### src/rtl/booth_mult_seq.sv
// booth_mult_seq
//   Sequential signed (two's-complement) Booth multiplier. Takes one recoding
//   step per clock and delivers the exact 2*WIDTH-bit product.
//
//   Build option: define BOOTH_RADIX4_EN for radix-4 (modified Booth)
//   recoding, which needs WIDTH/2 steps instead of WIDTH. WIDTH must then be
//   even. The default build (macro undefined) uses radix-2.
//
//   Ports:
//     clk           rising-edge clock
//     reset         asynchronous, active-high reset
//     start         operand request, accepted only while ready=1
//     ready         high in IDLE
//     multiplicand  signed operand A, sampled on the accept edge
//     multiplier    signed operand B, sampled on the accept edge
//     abort         synchronous cancel of the operation in flight
//     busy          high in CALC
//     out_valid     product valid, high in DONE
//     out_ready     consumer accepts the product
//     product       signed A*B, stable while out_valid=1
module booth_mult_seq #(
    parameter int WIDTH = 8,
    parameter int CNT_W = $clog2(WIDTH + 1)
) (
    input  logic                 clk,
    input  logic                 reset,
    input  logic                 start,
    output logic                 ready,
    input  logic [WIDTH-1:0]     multiplicand,
    input  logic [WIDTH-1:0]     multiplier,
    input  logic                 abort,
    output logic                 busy,
    output logic                 out_valid,
    input  logic                 out_ready,
    output logic [2*WIDTH-1:0]   product
);

`ifdef BOOTH_RADIX4_EN
    localparam int UW    = WIDTH + 2;   // upper accumulator holds +-2*A partials
    localparam int STEPS = WIDTH / 2;
`else
    localparam int UW    = WIDTH + 1;   // one guard bit so -(-2^(WIDTH-1)) fits
    localparam int STEPS = WIDTH;
`endif
    // P = {upper accumulator, multiplier bits, recoding bit}
    localparam int PW = UW + WIDTH + 1;

    generate
        if (WIDTH < 2) begin : g_bad_width
            $error("booth_mult_seq: WIDTH must be >= 2");
        end
`ifdef BOOTH_RADIX4_EN
        if ((WIDTH % 2) != 0) begin : g_odd_width
            $error("booth_mult_seq: WIDTH must be even for radix-4 recoding");
        end
`endif
    endgenerate

    typedef enum logic [1:0] {
        S_IDLE,
        S_CALC,
        S_DONE
    } state_t;

    state_t               r_state;
    logic [UW-1:0]        r_a;
    logic [PW-1:0]        r_p;
    logic [CNT_W-1:0]     r_cnt;
    logic                 r_ready;
    logic                 r_busy;
    logic                 r_out_valid;
    logic [2*WIDTH-1:0]   r_product;

    logic [UW-1:0]        w_upper;
    logic [UW-1:0]        w_sum;
    logic [PW-1:0]        w_cat;
    logic [PW-1:0]        w_p_next;
`ifdef BOOTH_RADIX4_EN
    logic [UW-1:0]        w_a2;
`endif

    // One Booth step: add the recoded partial into the upper part, then
    // arithmetic-shift the whole P register.
    always_comb begin
        w_upper = r_p[PW-1 -: UW];
        w_sum   = w_upper;
`ifdef BOOTH_RADIX4_EN
        w_a2 = {r_a[UW-2:0], 1'b0};
        case (r_p[2:0])
            3'b001, 3'b010: w_sum = w_upper + r_a;
            3'b011:         w_sum = w_upper + w_a2;
            3'b100:         w_sum = w_upper - w_a2;
            3'b101, 3'b110: w_sum = w_upper - r_a;
            default:        w_sum = w_upper;
        endcase
        w_cat    = {w_sum, r_p[WIDTH:0]};
        w_p_next = {{2{w_cat[PW-1]}}, w_cat[PW-1:2]};
`else
        case (r_p[1:0])
            2'b01:   w_sum = w_upper + r_a;
            2'b10:   w_sum = w_upper - r_a;
            default: w_sum = w_upper;
        endcase
        w_cat    = {w_sum, r_p[WIDTH:0]};
        w_p_next = {w_cat[PW-1], w_cat[PW-1:1]};
`endif
    end

    always_ff @(posedge clk or posedge reset) begin
        if (reset) begin
            r_state     <= S_IDLE;
            r_a         <= '0;
            r_p         <= '0;
            r_cnt       <= '0;
            r_ready     <= 1'b1;
            r_busy      <= 1'b0;
            r_out_valid <= 1'b0;
            r_product   <= '0;
        end else begin
            case (r_state)
                S_IDLE: begin
                    // abort wins over start on the same edge
                    if (start && !abort) begin
                        r_a     <= {{(UW-WIDTH){multiplicand[WIDTH-1]}}, multiplicand};
                        r_p     <= {{UW{1'b0}}, multiplier, 1'b0};
                        r_cnt   <= CNT_W'(STEPS);
                        r_state <= S_CALC;
                        r_ready <= 1'b0;
                        r_busy  <= 1'b1;
                    end
                end
                S_CALC: begin
                    if (abort) begin
                        r_state <= S_IDLE;
                        r_ready <= 1'b1;
                        r_busy  <= 1'b0;
                    end else begin
                        r_p   <= w_p_next;
                        r_cnt <= r_cnt - 1'b1;
                        // the final step lands the product straight in its register
                        if (r_cnt == CNT_W'(1)) begin
                            r_state     <= S_DONE;
                            r_busy      <= 1'b0;
                            r_out_valid <= 1'b1;
                            r_product   <= w_p_next[2*WIDTH:1];
                        end
                    end
                end
                S_DONE: begin
                    if (abort || out_ready) begin
                        r_state     <= S_IDLE;
                        r_out_valid <= 1'b0;
                        r_ready     <= 1'b1;
                    end
                end
                default: begin
                    r_state     <= S_IDLE;
                    r_ready     <= 1'b1;
                    r_busy      <= 1'b0;
                    r_out_valid <= 1'b0;
                end
            endcase
        end
    end

    assign ready     = r_ready;
    assign busy      = r_busy;
    assign out_valid = r_out_valid;
    assign product   = r_product;

endmodule
### config.mk
export PLATFORM = sky130hd
export DESIGN_NAME = booth_mult_seq
export DESIGN_NICKNAME = d
export VERILOG_FILES = /design/src/rtl/booth_mult_seq.sv
export SDC_FILE = /design/constraint.sdc
export NUM_CORES = 1
export LEC_CHECK = 0
export BUFFER_PORTS_ARGS = -buffer_cell sky130_fd_sc_hd__buf_2
export CAP_MARGIN = 0
export CORE_ASPECT_RATIO = 1.25
export CORE_MARGIN = 2
export CORE_UTILIZATION = 45
export CTS_CLUSTER_SIZE = 24
export DETAILED_ROUTE_END_ITERATION = 12
export GPL_TIMING_DRIVEN = 0
export HOLD_SLACK_MARGIN = 0.02
export PLACE_DENSITY = 0.65
export SLEW_MARGIN = 10
export SYNTH_ARGS = -nofsm -noshare
export SYNTH_HDL_FRONTEND = slang
export SYNTH_SLANG_ARGS = --single-unit
### constraint.sdc
create_clock -name clk -period 5.7 [get_ports clk]
set_input_delay 0.57 -clock clk [delete_from_list [all_inputs] [get_ports clk]]
set_output_delay 0.57 -clock clk [all_outputs]
set_load 0.02 [all_outputs]
# ---- After elaboration in Yosys (flattened, before gate mapping)
# Index checks and enable logic that the tools add are counted.
dict set report word_totals {
  reg_bits 51
  input_bits 21
  output_inout_bits 19
  elab_cells 61
}
dict set report classes {
  add_sub_neg 3
  n_eq_ne 11
  muxes 24
  bitwise 3
  reduce_logical 12
}
# cell n
set op_table {}
lappend op_table {{18-bit two-way mux} 2}
lappend op_table {{18-bit one-hot mux with 2 select lines} 1}
lappend op_table {{9-bit one-hot mux with 2 select lines} 1}
lappend op_table {{3-bit AND reduction} 5}
lappend op_table {{2-bit inequality test (second input constant)} 5}
lappend op_table {{9-bit adder} 1}
lappend op_table {{1-bit two-way mux} 9}
lappend op_table {{1-bit one-hot mux with 3 select lines} 3}
lappend op_table {{9-bit subtractor} 1}
lappend op_table {{2-bit two-way mux} 4}
lappend op_table {{4-bit two-way mux} 2}
lappend op_table {{4-bit one-hot mux with 2 select lines} 1}
lappend op_table {{2-bit one-hot mux with 3 select lines} 1}
lappend op_table {{2-bit by 1-bit equality test with 1-bit output (second input constant)} 2}
lappend op_table {{2-bit equality test (second input constant)} 2}
lappend op_table {{4-bit by 1-bit equality test with 1-bit output (second input constant)} 1}
lappend op_table {{4-bit AND reduction} 1}
lappend op_table {{4-bit by 1-bit subtractor with 4-bit output (second input constant)} 1}
lappend op_table {{3-bit inequality test (second input constant)} 1}
lappend op_table {{1-bit inverter} 3}
lappend op_table {{2-bit zero test} 1}
lappend op_table {{2-bit AND reduction} 1}
lappend op_table {{2-bit nonzero test} 1}
lappend op_table {{1-bit logical AND} 1}
lappend op_table {{other kinds (2)} 2}

# ---- Depth between registers and ports, before layout
# Gate-level depths: netlist (run 1).
dict set report logic_depth {
  depth_word 4
  depth_mapped 13
  depth_no_buf 11
}

# ---- Worst setup path before layout (run 1)
# Ideal clock, no wire load.
dict set report synth_path {
  path_kind {register to register}
  start {register r_p[0]}
  end {register r_p[15]}
  setup_time_ps 67
  t_arrival_ps 2309
  required_time_ps 5633
  path_slack_ps 3324
  path_stages_with_launch 12
  n_path_buf 1
  cell_sequence {dfrtp_1 inv_1 ha_1 buf_2 mux2i_1 ha_1 nor2b_1 o21a_1 o21a_4 o31ai_4 mux2i_1 a32o_1}
}
dict set report synth_via {
  elab_chain_len 4
}
# item line_no
set synth_rtl {}
lappend synth_rtl {{start: declaration} 67} ;# logic [PW-1:0] r_p;
lappend synth_rtl {{start signal: assignment} 125} ;# r_p <= {{UW{1'b0}}, multiplier, 1'b0};
lappend synth_rtl {{start signal: assignment} 138} ;# r_p <= w_p_next;
lappend synth_rtl {{2-bit equality test / 2-bit by 1-bit equality test with 1-bit output (equally long branches)} 99} ;# case (r_p[1:0])
lappend synth_rtl {{9-bit one-hot mux with 2 select lines (*)} 99}
lappend synth_rtl {{18-bit two-way mux (*)} 133} ;# if (abort) begin
lappend synth_rtl {{18-bit one-hot mux with 2 select lines (*)} 120} ;# case (r_state)
# Every way passes the cells marked *; elsewhere a longest branch is shown, timed or not. The select of a mux whose other input is x is not followed.
# A chain may end at the register's enable or synchronous reset.

# ---- Worst setup path in the final report (run 1)
# Ends and elaborated chain as after synthesis.

==> metrics.csv, run 1 <==
metric,value,unit
run status,completed,
YS warnings,0,
clock latency on the worst-skew pair,0.31,ns
cells on worst reg2reg path,11,
synthesized area per cell,9.64,um2
"Setup Fix Bufs, Post-CTS",0,
peak supply drop,0.000257,V
synthesized cell area,0.00272,mm2
ratio of cells with drive above 1 in the final layout,24.5,%
Pins Over Slew Limit,0,
most frequent cells in the layout,"nand2_1 (49), dfrtp_1 (49), buf_2 (46)",
grt total ovfl,0,
CP startpoint kind,flip-flop,
Tmin final,2.65,ns
1st-pass router iterations,4,
Initial DRC Count,73,
number of diodes,0,
grt peak-use layer,met2,
CTS tree,yes,
Leak,1.54,nW
die width,73.5,um
largest net degree at the start of global routing,27,
commonest register cell after synthesis,dfrtp_1,
slew margin rel.,63.3,%
die height,90.9,um
H-tree depth,2,
Antenna Nets Post-Route,0,
Final Hold Fails,0,
"EDFF count, synth",0,
register bit count reported by yosys,50,
Num Clock Sinks,50,
IO Pins,40,
GRT Total Usage,18.9,%
Worst Path Arrival,2.91,ns
fmax,0.377,GHz
r2r endpoint,r_p[15]$_DFFE_PP0P_,
Synth cell types,51,
r2r setup slk,3.05,ns
clk_skew,0.00804,ns
# DRC,0,
number of hold buffers added after CTS,0,
die footprint,0.00668,mm2
Num CTS Buffers,5,
initial antenna violation count,0,
final design utilization,53.5,%
Placement Rows,31,
"FFs w/ async S/R, synth",100,%
WS Path Type,reg -> reg,
Min-Delay Path Class,in -> async,
Layout area overhead,14.4,%
routability cong.,0.840,
met1 Use GR,23.8,%
syn nets,316,
Power per Cell Area,600,mW/mm2
setup_tns,0,ns
Final #Nets,363,
Initial Util,46.7,%
Reg-to-Reg Start,r_p[0]$_DFFE_PP0P_,
IO buf count,39,
crit path max fanout,8,
Longest Clk Path Bufs,2,
measured slew at the worst slew-check pin,0.549,ns
drt total wl,5920,um
unrepaired setup endpoints after global routing,no,
Critical Path End Type,flip-flop,
vias in the first global route,2082,
grt met2 use,31.9,%
clock slew at reported path FFs,0.10,ns
Critical Path Start,r_p[0]$_DFFE_PP0P_,
met3 Use GR,3.01,%
routed vias,2154,
CTS root buffer,clkbuf_8,
period utilisation layout,46.6,%
Critical Path RT,5.95,ns
post-cts gate resize count,0,
setup violators final,0,
final HPWL from detailed placement,4430,um
drt via density,5.44,
Max Cap Viol,0,
core area,0.00582,mm2
Mapped Cells,282,
sequential share of the synthesized area,46.1,%
first-pass GRT wire length,9900,um
WL/cell,15.0,um
[cells in the mapped netlist, drive strengths merged (2+ instances only)]
library cell / n / area share [%]
o21ai: 24 / 4.4
dfrtp: 49 / 45
o211a: 2 / 0.74
nor2: 24 / 3.8
nor3: 5 / 1.1
a21oi: 12 / 2.2
mux2i: 5 / 1.8
xnor2: 10 / 3.2
ha: 12 / 5.5
nand2: 50 / 7.0
o21a: 2 / 0.83
inv: 13 / 1.8
nor2b: 2 / 0.46
nand2b: 3 / 0.97
nor4: 2 / 0.92
mux2: 9 / 3.7
and2b: 2 / 0.55
nand3: 11 / 2.2
xor2: 3 / 0.97
nor4b: 2 / 0.64
buf: 10 / 2.3
a31oi: 6 / 1.4
o31ai: 2 / 1.1
a22oi: 5 / 1.4
clkbuf: 2 / 0.28
[kinds of logic (layout without fill, tap and decap cells)]
kind of cell	after synthesis	in the layout	synth area share [%]
multiplexers	14	14	5.57
AND/OR/NAND/NOR	106	106	19.0
buffers and inverters	25	73	4.33
adder cells (fa/ha/maj)	13	13	6.26
XOR/XNOR	13	13	4.19
flip-flops	50	50	46.1
AO/OA/AOI/OAI	61	61	14.6
[worst max-delay path: stages, from the launching register on]
cell,delay (ns)
dfrtp_1,0.37
inv_1,0.08
ha_1,0.14
buf_2,0.19
mux2i_1,0.35
ha_1,0.29
nor2b_1,0.13
o21a_1,0.19
o21a_4,0.22
o31ai_4,0.19
mux2i_1,0.27
a32o_1,0.20
[state kept, by name, summed over array words and instances (netlist names)]
signal and flops:
ready 1, busy 1, product 16, r_state 2, r_p 17, r_a 8, out_valid 1, r_cnt 4
[layer usage]
metal,vias up,routed length [um]
li1,1060,-
met1,1043,2520
met2,41,3050
met3,10,233
met4,0,113
met5,-,0
[power by group]
group	internal (W)	switching (W)	total, W
registers	0.000482	0.000102	0.000584
clock network	0.0000979	0.000124	0.000222
logic	0.000461	0.000600	0.00106
[metrics by stage]
step	hold WS, ns	std cells	instance area [um2]	setup WS, ns	total power, W
after detailed placement	0.466	388	3020	3.04	0.00165
after CTS	0.319	396	3110	3.02	0.00187
after floorplan	0.464	282	2720	3.32	0.00140
after global placement	0.463	387	3000	3.11	0.00162
after global routing	0.349	396	3110	2.79	0.00203
final	0.292	396	3110	3.05	0.00187
[cell type report]
| cell class | count | area (um2) |
|---|---|---|
| buffer | 12 | 68.8 |
| clock buffer | 6 | 82.6 |
| clock inverter | 2 | 12.5 |
| fill | 546 | 2710 |
| inverter | 13 | 48.8 |
| multi-input combinational | 207 | 1350 |
| sequential | 50 | 1250 |
| tap | 66 | 82.6 |
| timing repair buffer | 40 | 215 |
[how the worst max path moves through the flow]
stage | endpoint | slack, ns | cells after the start
after floorplan | r_p[15]$_DFFE_PP0P_ | 3.32 | 11
after detailed placement | r_p[15]$_DFFE_PP0P_ | 3.04 | 11
final | r_p[15]$_DFFE_PP0P_ | 3.05 | 11
after global placement | r_p[15]$_DFFE_PP0P_ | 3.11 | 11
after CTS | r_p[15]$_DFFE_PP0P_ | 3.02 | 11
after global routing | product[15]$_DFFE_PP0P_ | 2.79 | 12
(Power assumes the default switching activity.)
==> run 2, diff against run 1 <==
--- a/config.mk
+++ b/config.mk
@@ -14,7 +14,7 @@
 export DETAILED_ROUTE_END_ITERATION = 12
 export GPL_TIMING_DRIVEN = 0
 export HOLD_SLACK_MARGIN = 0.02
-export PLACE_DENSITY = 0.65
+export PLACE_DENSITY = 0.68
 export SLEW_MARGIN = 10
 export SYNTH_ARGS = -nofsm -noshare
 export SYNTH_HDL_FRONTEND = slang
==> constraint.sdc (replaced) <==
create_clock -name clk -period 2.3 [get_ports clk]
set_input_delay 0.23 -clock clk [delete_from_list [all_inputs] [get_ports clk]]
set_output_delay 0.23 -clock clk [all_outputs]
set_load 0.02 [all_outputs]
==> metrics.csv, run 2 (synthesized netlist as in run 1, its figures left out) <==
metric,value,unit
initial antenna violation count,0,
vias in the first global route,2436,
Worst Path Arrival,2.77,ns
CTS tree,yes,
die width,73.5,um
Num CTS Buffers,5,
WS Path Type,reg -> reg,
crit-path max cell delay,0.43,ns
Antenna Nets Post-Route,0,
"slowest stage cell, crit path",dfrtp_2,
r2r endpoint,product[15]$_DFFE_PP0P_,
core area,0.00582,mm2
unrepaired setup endpoints after global routing,yes,
violated checks,setup timing,
"Buf+Inv Stages, Crit Path",0,
# DRC,0,
crit path capture,product[15]$_DFFE_PP0P_,
run status,"complete, but fails checks",
IO buf count,39,
Critical Path Start,r_a[4]$_DFFE_PP0P_,
grt peak-use layer,met2,
Pins Over Slew Limit,0,
# fillers,459,
IO Pins,40,
Initial DRC Count,85,
drt via density,5.55,
setup violators final,8,
Max Cap Viol,0,
fmax,0.389,GHz
Num Clock Sinks,50,
met1 Use GR,26.6,%
drt total wl,7180,um
final HPWL from detailed placement,4410,um
Leak,1.73,nW
ratio of cells with drive above 1 in the final layout,40.8,%
peak supply drop,0.000804,V
met3 Use GR,4.24,%
slew margin rel.,67.2,%
Largest register FFs,17,
clock slew at reported path FFs,0.09,ns
clk_skew,0.00740,ns
clock latency on the worst-skew pair,0.31,ns
dpl ws,-0.224,ns
crit path max fanout,5,
Final #Nets,391,
"commonest non-fill, non-tap cell in the layout",nand2_1,
cells on worst reg2reg path,10,
number of diodes,0,
r2r setup slk,-0.27,ns
Layout area overhead,33.4,%
measured slew at the worst slew-check pin,0.492,ns
H-tree depth,2,
Longest Clk Path Bufs,2,
routability cong.,0.816,
Placement Rows,31,
grt total ovfl,0,
Power per Cell Area,1770,mW/mm2
grt met2 use,36.7,%
largest register by flop count,r_p,
Initial Util,46.7,%
Critical Path RT,2.50,ns
WL/cell,16.9,um
hold_ws,0.108,ns
GRT Total Usage,22.0,%
die footprint,0.00668,mm2
die height,90.9,um
largest net degree at the start of global routing,31,
1st-pass router iterations,4,
Min-Delay Path Class,in -> reg,
period utilisation layout,112,%
routed vias,2353,
Reg-to-Reg Start,r_a[4]$_DFFE_PP0P_,
Tmin final,2.57,ns
CP startpoint kind,flip-flop,
"CP delay by family, top",compound AO/OA/AOI/OAI gates,
CTS root buffer,clkbuf_8,
most frequent cells in the layout,"nand2_1 (48), dfrtp_1 (46), buf_2 (45)",
final worst setup slack,-0.269,ns
"Cell Chain, Critical Path","nor3_4, a31oi_2, xnor2_1, ha_1, a21oi_2, o21ai_2, o211a_1, nor2_2, xor2_1, o21ai_1",
WP depth,10,
first-pass GRT wire length,11400,um
Final Hold Fails,0,
Critical Path End Type,flip-flop,
[run 2: per-stage QoR]
| stage | total power (W) | cells | area (um2) | setup TNS [ns] | util (%) |
|---|---|---|---|---|---|
| detailed placement | 0.00411 | 388 | 3030 | -1.06 | 52.0 |
| global placement | 0.00405 | 387 | 3010 | -0.752 | 51.7 |
| floorplan | 0.00351 | 282 | 2730 | -0.0178 | - |
| finish | 0.00640 | 424 | 3630 | -1.18 | 62.3 |
| global route | 0.00679 | 424 | 3630 | -1.93 | 62.3 |
| CTS | 0.00562 | 415 | 3460 | -0.644 | 59.5 |
[run 2: cell type report]
| class | count | area [um2] | share of cell area [%] |
|---|---|---|---|
| plain buffers | 11 | 67.6 | 1.86 |
| repair buffers | 69 | 454 | 12.5 |
| inverters | 13 | 48.8 | 1.35 |
| flip-flops and latches | 50 | 1260 | 34.6 |
| well taps | 66 | 82.6 | 2.28 |
| multi-input cells | 207 | 1580 | 43.5 |
| clock inverters | 3 | 68.8 | 1.90 |
| clock buffers | 5 | 68.8 | 1.90 |
[run 2: routing by layer]
metal,vias up,wire length (um)
li1,1123,-
met1,1133,2860
met2,69,3740
met3,28,269
met4,0,316
met5,-,0
[run 2: worst min-delay path by stage]
stage / end / start / cells past startpoint / slack, ns
floorplan: r_state[1]$_DFFE_PP0P_ / abort / 1 / 0.30
global placement: r_a[6]$_DFFE_PP0P_ / multiplicand[6] / 3 / 0.42
detailed placement: r_p[7]$_DFFE_PP0P_ / reset / 2 / 0.27
CTS: r_a[6]$_DFFE_PP0P_ / multiplicand[6] / 3 / 0.11
global route: r_a[3]$_DFFE_PP0P_ / multiplicand[3] / 3 / 0.12
finish: r_a[6]$_DFFE_PP0P_ / multiplicand[6] / 3 / 0.11
[run 2: repair_timing]
action | in CTS | in global routing
endpoints found under the hold margin | 20 | 0
resized for setup | 37 | 25
hold buffers | 1 | 0
setup buffers | 18 | 11
setup endpoints to repair | 11 | 12
pin swaps | 15 | 17
[run 2: worst register-to-register path, stage by stage (launching register included)]
cell and delay (ns):
dfrtp_2 0.43, nor3_4 0.32, a31oi_2 0.17, xnor2_1 0.16, ha_1 0.38, a21oi_2 0.20
o21ai_2 0.11, o211a_1 0.26, nor2_2 0.15, xor2_1 0.19, o21ai_1 0.08
[run 2: report_power, final]
part	switching [W]	leakage [nW]	internal, W
registers	0.000273	0.638	0.00120
clock network	0.000309	0.0683	0.000436
logic	0.00215	1.02	0.00204
total	0.00273	1.73	0.00367
